<file path="src/rtl/fir_coeff_ctrl_if.sv">
// Host-side coefficient load port for fir_coeff_ctrl: valid/ready word stream plus
// commit and error-clear strobes.
interface fir_coeff_ctrl_if #(
    parameter int unsigned NBT_COEFF = 8
);
    logic                 i_wr_valid;
    logic                 o_wr_ready;
    logic [NBT_COEFF-1:0] i_wr_data;
    logic                 i_wr_last;
    logic                 i_commit;
    logic                 i_err_clr;

    modport master (
        output i_wr_valid, i_wr_data, i_wr_last, i_commit, i_err_clr,
        input  o_wr_ready
    );

    modport slave (
        input  i_wr_valid, i_wr_data, i_wr_last, i_commit, i_err_clr,
        output o_wr_ready
    );
endinterface

</file>
<file path="src/rtl/fir_coeff_ctrl.sv">
// Runtime FIR coefficient controller: loads a shadow bank from the host, then swaps it into
// the active bus while holding the FIR disabled and flushing its delay line.
module fir_coeff_ctrl #(
    parameter int unsigned NUM_COEFF = 17,
    parameter int unsigned NBT_COEFF = 8,
    parameter int unsigned NBF_COEFF = 7
) (
    input  logic                           clk,
    input  logic                           i_reset_n,
    input  logic                           i_en,
    fir_coeff_ctrl_if.slave                host,
    output logic [NUM_COEFF*NBT_COEFF-1:0] o_coeff_bus,
    output logic                           o_fir_en,
    output logic                           o_fir_flush,
    output logic                           o_busy,
    output logic                           o_err
);
    localparam int unsigned CntW = $clog2(NUM_COEFF + 1);
    localparam int unsigned BusW = NUM_COEFF * NBT_COEFF;

    if (NBF_COEFF >= NBT_COEFF) begin : g_bad_fmt
        $error("NBF_COEFF must be smaller than NBT_COEFF");
    end

    typedef enum logic [2:0] {StIdle, StLoad, StFull, StSwap, StFlush} state_e;

    state_e          state_q, state_d;
    logic [CntW-1:0] cnt_q, cnt_d;
    logic [CntW-1:0] flush_q, flush_d;
    logic [BusW-1:0] shadow_q, shadow_d;
    logic [BusW-1:0] active_q, active_d;
    logic            err_q, err_d;
    logic            wr_ready, wr_fire, last_idx, len_err;
    logic            fir_en, fir_flush, busy;

    assign wr_fire  = host.i_wr_valid & wr_ready;
    // cnt is always zero in StIdle, so one compare covers both accepting states
    assign last_idx = (cnt_q == CntW'(NUM_COEFF - 1));

    always_ff @(posedge clk or negedge i_reset_n) begin
        if (!i_reset_n) begin
            state_q <= StIdle;
        end else begin
            state_q <= state_d;
        end
    end

    always_comb begin
        state_d = state_q;
        len_err = 1'b0;
        unique case (state_q)
            StIdle, StLoad: begin
                if (wr_fire) begin
                    if (last_idx && host.i_wr_last) begin
                        state_d = StFull;
                    end else if (last_idx || host.i_wr_last) begin
                        state_d = StIdle;
                        len_err = 1'b1;
                    end else begin
                        state_d = StLoad;
                    end
                end
            end
            StFull:  if (host.i_commit) state_d = StSwap;
            StSwap:  state_d = StFlush;
            StFlush: if (flush_q == CntW'(1)) state_d = StIdle;
            default: state_d = StIdle;
        endcase
    end

    always_comb begin
        wr_ready  = 1'b0;
        fir_en    = 1'b0;
        fir_flush = 1'b0;
        busy      = 1'b1;
        unique case (state_q)
            StIdle: begin
                wr_ready = 1'b1;
                fir_en   = i_en;
                busy     = 1'b0;
            end
            StLoad: begin
                wr_ready = 1'b1;
                fir_en   = i_en;
            end
            StFull:  fir_en = i_en;
            StSwap:  ;
            StFlush: fir_flush = 1'b1;
            default: ;
        endcase
    end

    // Reset gating keeps the host and FIR quiet while reset is held
    assign host.o_wr_ready = wr_ready & i_reset_n;
    assign o_fir_en        = fir_en & i_reset_n;
    assign o_fir_flush     = fir_flush;
    assign o_busy          = busy;
    assign o_err           = err_q;
    assign o_coeff_bus     = active_q;

    always_comb begin
        cnt_d    = cnt_q;
        flush_d  = flush_q;
        shadow_d = shadow_q;
        active_d = active_q;
        err_d    = err_q;
        if (wr_fire) begin
            for (int unsigned k = 0; k < NUM_COEFF; k++) begin
                if (cnt_q == CntW'(k)) shadow_d[k*NBT_COEFF +: NBT_COEFF] = host.i_wr_data;
            end
            cnt_d = len_err ? '0 : cnt_q + CntW'(1);
        end
        if (state_q == StSwap) begin
            active_d = shadow_q;
            flush_d  = CntW'(NUM_COEFF);
        end
        if (state_q == StFlush) begin
            flush_d = flush_q - CntW'(1);
            if (flush_q == CntW'(1)) cnt_d = '0;
        end
        if (len_err) begin
            err_d = 1'b1;
        end else if (host.i_err_clr) begin
            err_d = 1'b0;
        end
    end

    always_ff @(posedge clk or negedge i_reset_n) begin
        if (!i_reset_n) begin
            cnt_q    <= '0;
            flush_q  <= '0;
            shadow_q <= '0;
            active_q <= '0;
            err_q    <= 1'b0;
        end else begin
            cnt_q    <= cnt_d;
            flush_q  <= flush_d;
            shadow_q <= shadow_d;
            active_q <= active_d;
            err_q    <= err_d;
        end
    end
endmodule

</file>
<file path="src/flat_wrapper.sv">
// flat-port wrapper written by rule: the top's interface ports become plain ports
module fir_coeff_ctrl_flat 
#(
    parameter int unsigned NUM_COEFF = 17,
    parameter int unsigned NBT_COEFF = 8,
    parameter int unsigned NBF_COEFF = 7
)
  (clk, i_reset_n, i_en, o_coeff_bus, o_fir_en, o_fir_flush, o_busy, o_err, host_i_wr_valid, host_i_wr_data, host_i_wr_last, host_i_commit, host_i_err_clr, host_o_wr_ready);
  fir_coeff_ctrl_if #(.NBT_COEFF(NBT_COEFF)) host_i ();
  input  logic clk;
  input  logic i_reset_n;
  input  logic i_en;
  output logic [NUM_COEFF*NBT_COEFF-1:0] o_coeff_bus;
  output logic o_fir_en;
  output logic o_fir_flush;
  output logic o_busy;
  output logic o_err;
  input wire logic [$bits(host_i.i_wr_valid)-1:0] host_i_wr_valid;
  input wire logic [$bits(host_i.i_wr_data)-1:0] host_i_wr_data;
  input wire logic [$bits(host_i.i_wr_last)-1:0] host_i_wr_last;
  input wire logic [$bits(host_i.i_commit)-1:0] host_i_commit;
  input wire logic [$bits(host_i.i_err_clr)-1:0] host_i_err_clr;
  output wire logic [$bits(host_i.o_wr_ready)-1:0] host_o_wr_ready;
  assign host_i.i_wr_valid = host_i_wr_valid;
  assign host_i.i_wr_data = host_i_wr_data;
  assign host_i.i_wr_last = host_i_wr_last;
  assign host_i.i_commit = host_i_commit;
  assign host_i.i_err_clr = host_i_err_clr;
  assign host_o_wr_ready = host_i.o_wr_ready;
  fir_coeff_ctrl #(.NUM_COEFF(NUM_COEFF), .NBT_COEFF(NBT_COEFF), .NBF_COEFF(NBF_COEFF)) u_core (.clk(clk), .i_reset_n(i_reset_n), .i_en(i_en), .host(host_i), .o_coeff_bus(o_coeff_bus), .o_fir_en(o_fir_en), .o_fir_flush(o_fir_flush), .o_busy(o_busy), .o_err(o_err));
endmodule
</file>
<file path="config.mk">
export PLATFORM = sky130hd
export DESIGN_NAME = fir_coeff_ctrl_flat
export DESIGN_NICKNAME = d
export VERILOG_FILES = /design/src/rtl/fir_coeff_ctrl_if.sv /design/src/rtl/fir_coeff_ctrl.sv /design/src/flat_wrapper.sv
export SDC_FILE = /design/constraint.sdc
export NUM_CORES = 1
export LEC_CHECK = 0
export CELL_PAD_IN_SITES_DETAIL_PLACEMENT = 1
export CELL_PAD_IN_SITES_GLOBAL_PLACEMENT = 2
export CORE_MARGIN = 2
export CORE_UTILIZATION = 32
export CTS_CLUSTER_DIAMETER = 200
export DETAILED_ROUTE_END_ITERATION = 10
export GPL_ROUTABILITY_DRIVEN = 0
export PLACE_DENSITY = 0.86
export SETUP_SLACK_MARGIN = 0.15
export SYNTH_ARGS = -nofsm -noshare
export SYNTH_HDL_FRONTEND = slang
export SYNTH_SLANG_ARGS = --single-unit
export TNS_END_PERCENT = 50
</file>
<file path="constraint.sdc">
create_clock -name clk -period 2.5 [get_ports clk]
set_input_delay 0.75 -clock clk [delete_from_list [all_inputs] [get_ports clk]]
set_output_delay 0.75 -clock clk [all_outputs]
set_load 0.05 [all_outputs]
</file>
==> metrics list <==
- Mean number of vias per cell: 4.68
- WP buf/inv: 2
- Tightest Hold Check Type: in -> async
- Library cell with the largest summed area after synthesis: sky130_fd_sc_hd__dfrtp_1
- Gr ovfl total: 0
- Counting the fill cells in the layout gives 3713.
* Status: completed
- 0 antenna diodes ended up in the layout.
- Cell area after synthesis: 0.0111 mm²
* DRC violations left: 0
- CTS saw 286 sinks.
* Core area: 0.0344 mm²
- Final setup violating endpoints: 0
- Final #Nets: 1181
- Sequential cells were found to cover between 60% and 70% of the synthesized design area.
* Yosys cell types: 40
* Worst reg2reg setup slack: 310 ps
- Once routing completed, OpenROAD measured the worst setup slack at 149 ps.
- For this block, the via count after detailed routing is 7649.
- Worst path max stage delay: 420 ps
* Antenna violations before repair: 0
* Clock buffer count from CTS: 30
* Tcrit/Tclk final: 94.0%
- CTS H-tree lvls: 1
- The later pin in the worst-skew pair is clocked with a latency of 550 ps.
- Worst clock skew on the final layout: between 10 and 15 ps
* Final hold violation count: 0
- Based on the critical path, the design can be clocked at up to 0.425 GHz.
- Total Routing Usage GR: approximately 17%
* Data arrival time of the worst path: roughly 1600 ps
- Setup repair after global routing could not meet its margin everywhere.
* Worst path required time: 1750 ps
- The initial utilization of the core area, before any placement, comes to 32.4%.
- Number of port buffers: 155
- Crit path capture type: output port
- Top post-synthesis cells by area: sky130_fd_sc_hd__dfrtp_1 (64%), sky130_fd_sc_hd__nand2_1 (14%), sky130_fd_sc_hd__mux2_2 (14%)
- Final standard cell area without fillers: 0.0144 mm²
* Vertical die dimension: 190 µm
* Wire length of the first global-routing pass: 47.1 mm
- In this run the deepest clock path goes through 3 buffers.
* Worst vdd rail ir drop: 496 µV
* Final worst path period need: around 2400 ps
* Number of synthesized flops with an enable pin: 0
- Clock-pin slew was measured on the worst setup and hold paths at 60 ps.
* Pins over their slew limit: 0
* Max Cap Viol: 0
- The area growth from synthesis to layout is 29.5%.
- Total negative setup slack: 0 ps
- Placed cell areas: 0.0135 mm²
* DP HPWL: 18.6 mm
* Slew at the pin with the worst max-slew slack: 1070 ps
- In this run the count of I/O pins placed on the die edge is 156.
* Pre-CTS setup slack: -103 ps
* YS warnings: 0
- In this run, the number of DRC markers left after iteration 0 of detailed routing was 324.
- Pin count of the biggest net entering global routing: 181
- The worst setup path is launched from a flop.
- Crit-path slowest cell: sky130_fd_sc_hd__dfrtp_2
- Post-route ant nets: 0
- Core Rows: 68
* Commonest register cell after synthesis: sky130_fd_sc_hd__dfrtp_1
- First-pass iteration count of the detailed router: 4
* TritonCTS clock tree: yes
* Die area: about 0.036 mm²
* Flip-flop and latch count after synthesis: 286
* Number of standard cells after synthesis: 975
- From left edge to right edge, the die measures 190 µm.
* DRT Wirelength: 29.5 mm
- A synthesized cell averages 11.4 µm².
- Clock tree synthesis selected as its root buffer the cell sky130_fd_sc_hd__clkbuf_16.
- Layout cells sized above 1: 22.1%
- Maximum fanout along the worst path: 5
* Post-synthesis async set-or-reset flop share: between 90% and 100%
- Synth top area share: 64.4%
- List of cells traversed by the critical path: or3b_4, inv_4, buf_12
* Kind of cell adding the most delay to the critical path: flip-flops
* Leakage power of the design: 0.00786 µW
- Power Total: 13300 µW
* Category of the critical setup timing path: reg -> out
- Dividing total power by cell area gives a power density of approximately 920 mW/mm².
- Headroom to the max-slew limit came out at 28.4%.
- After detailed routing, the average wire length per cell comes to 18.1 µm.
* Synthesized net count: 999
* Vias in the first global route: 8262
[where the power goes]
group          leakage [µW]  switching (µW)  internal (µW)  total (µW)
sequential          0.00382             603           5660        6260
clock              0.000497            1830           2710        4540
combinational       0.00354            1400           1090        2490
[per-layer routing]
layer / vias up / wire [µm] / GRT usage [%]
met5: - / 0 / 0
met2: 139 / 14600 / 29.1
li1: 3511 / - / -
met4: 0 / 611 / 3.91
met3: 43 / 1020 / 2.32
met1: 3956 / 13300 / 21.9
[per-stage QoR]
step / util [%] / hold WS, ps / cells
global route: 41.9 / 120 / 1634
floorplan: - / 432 / 975
finish: 41.9 / 142 / 1634
CTS: 41.8 / 119 / 1630
global placement: 39.2 / 443 / 1575
detailed placement: 39.2 / 448 / 1575
[path summary, 6_finish.rpt]
path | depth (start not counted) | startpoint | end
max | 3 | u_core.state_q[0]$_DFFE_PN0P_ | o_fir_flush
min | 2 | i_reset_n | u_core.o_coeff_bus[33]$_DFFE_PN0P_
max reg2reg | 7 | u_core.cnt_q[0]$_DFF_PN0_ | u_core.cnt_q[3]$_DFF_PN0_
min reg2reg | 2 | u_core.shadow_q[117]$_DFFE_PN0P_ | u_core.o_coeff_bus[117]$_DFFE_PN0P_
max in group asynchronous | 3 | i_reset_n | u_core.shadow_q[2]$_DFFE_PN0P_
min in group clk | 2 | u_core.shadow_q[117]$_DFFE_PN0P_ | u_core.o_coeff_bus[117]$_DFFE_PN0P_
[layout by cell type (no fill, tap or decap), types with 2 or more instances in the layout]
| master | netlist | routed |
|---|---|---|
| sky130_fd_sc_hd__nand2_1 | 420 | 420 |
| sky130_fd_sc_hd__dfrtp_1 | 286 | 285 |
| sky130_fd_sc_hd__dlygate4sd2_1 | 0 | 138 |
| sky130_fd_sc_hd__mux2_2 | 135 | 135 |
| sky130_fd_sc_hd__clkbuf_16 | 0 | 31 |
| sky130_fd_sc_hd__buf_4 | 2 | 30 |
| sky130_fd_sc_hd__inv_1 | 13 | 12 |
| sky130_fd_sc_hd__clkdlybuf4s50_1 | 0 | 12 |
| sky130_fd_sc_hd__buf_12 | 0 | 12 |
| sky130_fd_sc_hd__nand3_2 | 10 | 10 |
| sky130_fd_sc_hd__clkinv_2 | 0 | 8 |
| sky130_fd_sc_hd__ha_1 | 9 | 7 |
| sky130_fd_sc_hd__nand3_1 | 5 | 5 |
| sky130_fd_sc_hd__nand3b_1 | 5 | 5 |
| sky130_fd_sc_hd__a21oi_1 | 5 | 5 |
| sky130_fd_sc_hd__clkbuf_8 | 0 | 5 |
| sky130_fd_sc_hd__nor2_1 | 4 | 4 |
| sky130_fd_sc_hd__nor3b_2 | 2 | 4 |
| sky130_fd_sc_hd__clkbuf_1 | 39 | 4 |
| sky130_fd_sc_hd__mux2i_1 | 3 | 3 |
| sky130_fd_sc_hd__clkinvlp_4 | 0 | 3 |
| sky130_fd_sc_hd__bufinv_16 | 0 | 3 |
| sky130_fd_sc_hd__buf_6 | 1 | 3 |
| sky130_fd_sc_hd__or3b_4 | 1 | 2 |
| sky130_fd_sc_hd__a31oi_1 | 2 | 2 |
| sky130_fd_sc_hd__or3_1 | 3 | 2 |
| sky130_fd_sc_hd__nor3_4 | 2 | 2 |
| sky130_fd_sc_hd__nor3_1 | 2 | 2 |
| sky130_fd_sc_hd__o21ai_0 | 2 | 2 |
[cell usage after synthesis, types with 2 or more instances]
library cell	count
sky130_fd_sc_hd__buf_4	2
sky130_fd_sc_hd__a31oi_1	2
sky130_fd_sc_hd__clkbuf_1	39
sky130_fd_sc_hd__nand2_1	420
sky130_fd_sc_hd__nor3b_2	2
sky130_fd_sc_hd__nor3b_1	2
sky130_fd_sc_hd__nand3b_1	5
sky130_fd_sc_hd__nor2_1	4
sky130_fd_sc_hd__buf_2	4
sky130_fd_sc_hd__o21ai_0	2
sky130_fd_sc_hd__inv_1	13
sky130_fd_sc_hd__or3b_2	2
sky130_fd_sc_hd__nand3_1	5
sky130_fd_sc_hd__or3_1	3
sky130_fd_sc_hd__a21oi_1	5
sky130_fd_sc_hd__nor3_4	2
sky130_fd_sc_hd__nand3_2	10
sky130_fd_sc_hd__mux2_2	135
sky130_fd_sc_hd__ha_1	9
sky130_fd_sc_hd__dfrtp_1	286
sky130_fd_sc_hd__nor3_1	2
sky130_fd_sc_hd__mux2i_1	3
[flip-flops by register name, summed over array words and instances, names as in the netlist]
name	flops
u_core.o_err	1
u_core.state_q	3
u_core.flush_q	5
u_core.cnt_q	5
u_core.o_coeff_bus	136
u_core.shadow_q	136
[final cells by class]
type | instances | area (µm²) | area share [%]
multi-input cells | 629 | 3760 | 26.1
well taps | 455 | 569 | 3.95
inverters | 13 | 51.3 | 0.356
flip-flops and latches | 286 | 7160 | 49.7
clock buffers | 40 | 860 | 5.97
repair buffers | 197 | 1850 | 12.9
clock inverters | 14 | 153 | 1.06
[cells by family after synthesis]
| family | Yosys count | share of synthesized area [%] |
|---|---|---|
| muxes | 139 | 14.0 |
| DFF | 286 | 64.4 |
| AOI/OAI and AO/OA | 13 | 0.731 |
| and+or+nand+nor | 468 | 17.7 |
| buffers and inverters | 60 | 2.21 |
| adders and majority gates | 9 | 1.01 |
[repair_timing]
item	CTS	global route
buffers inserted	0	4
hold buffers	1	0
pin swaps	3	1
setup endpoints to repair	145	6
gates resized for setup	146	3
endpoints found under the hold margin	1	0
(Power assumes the default switching activity.)
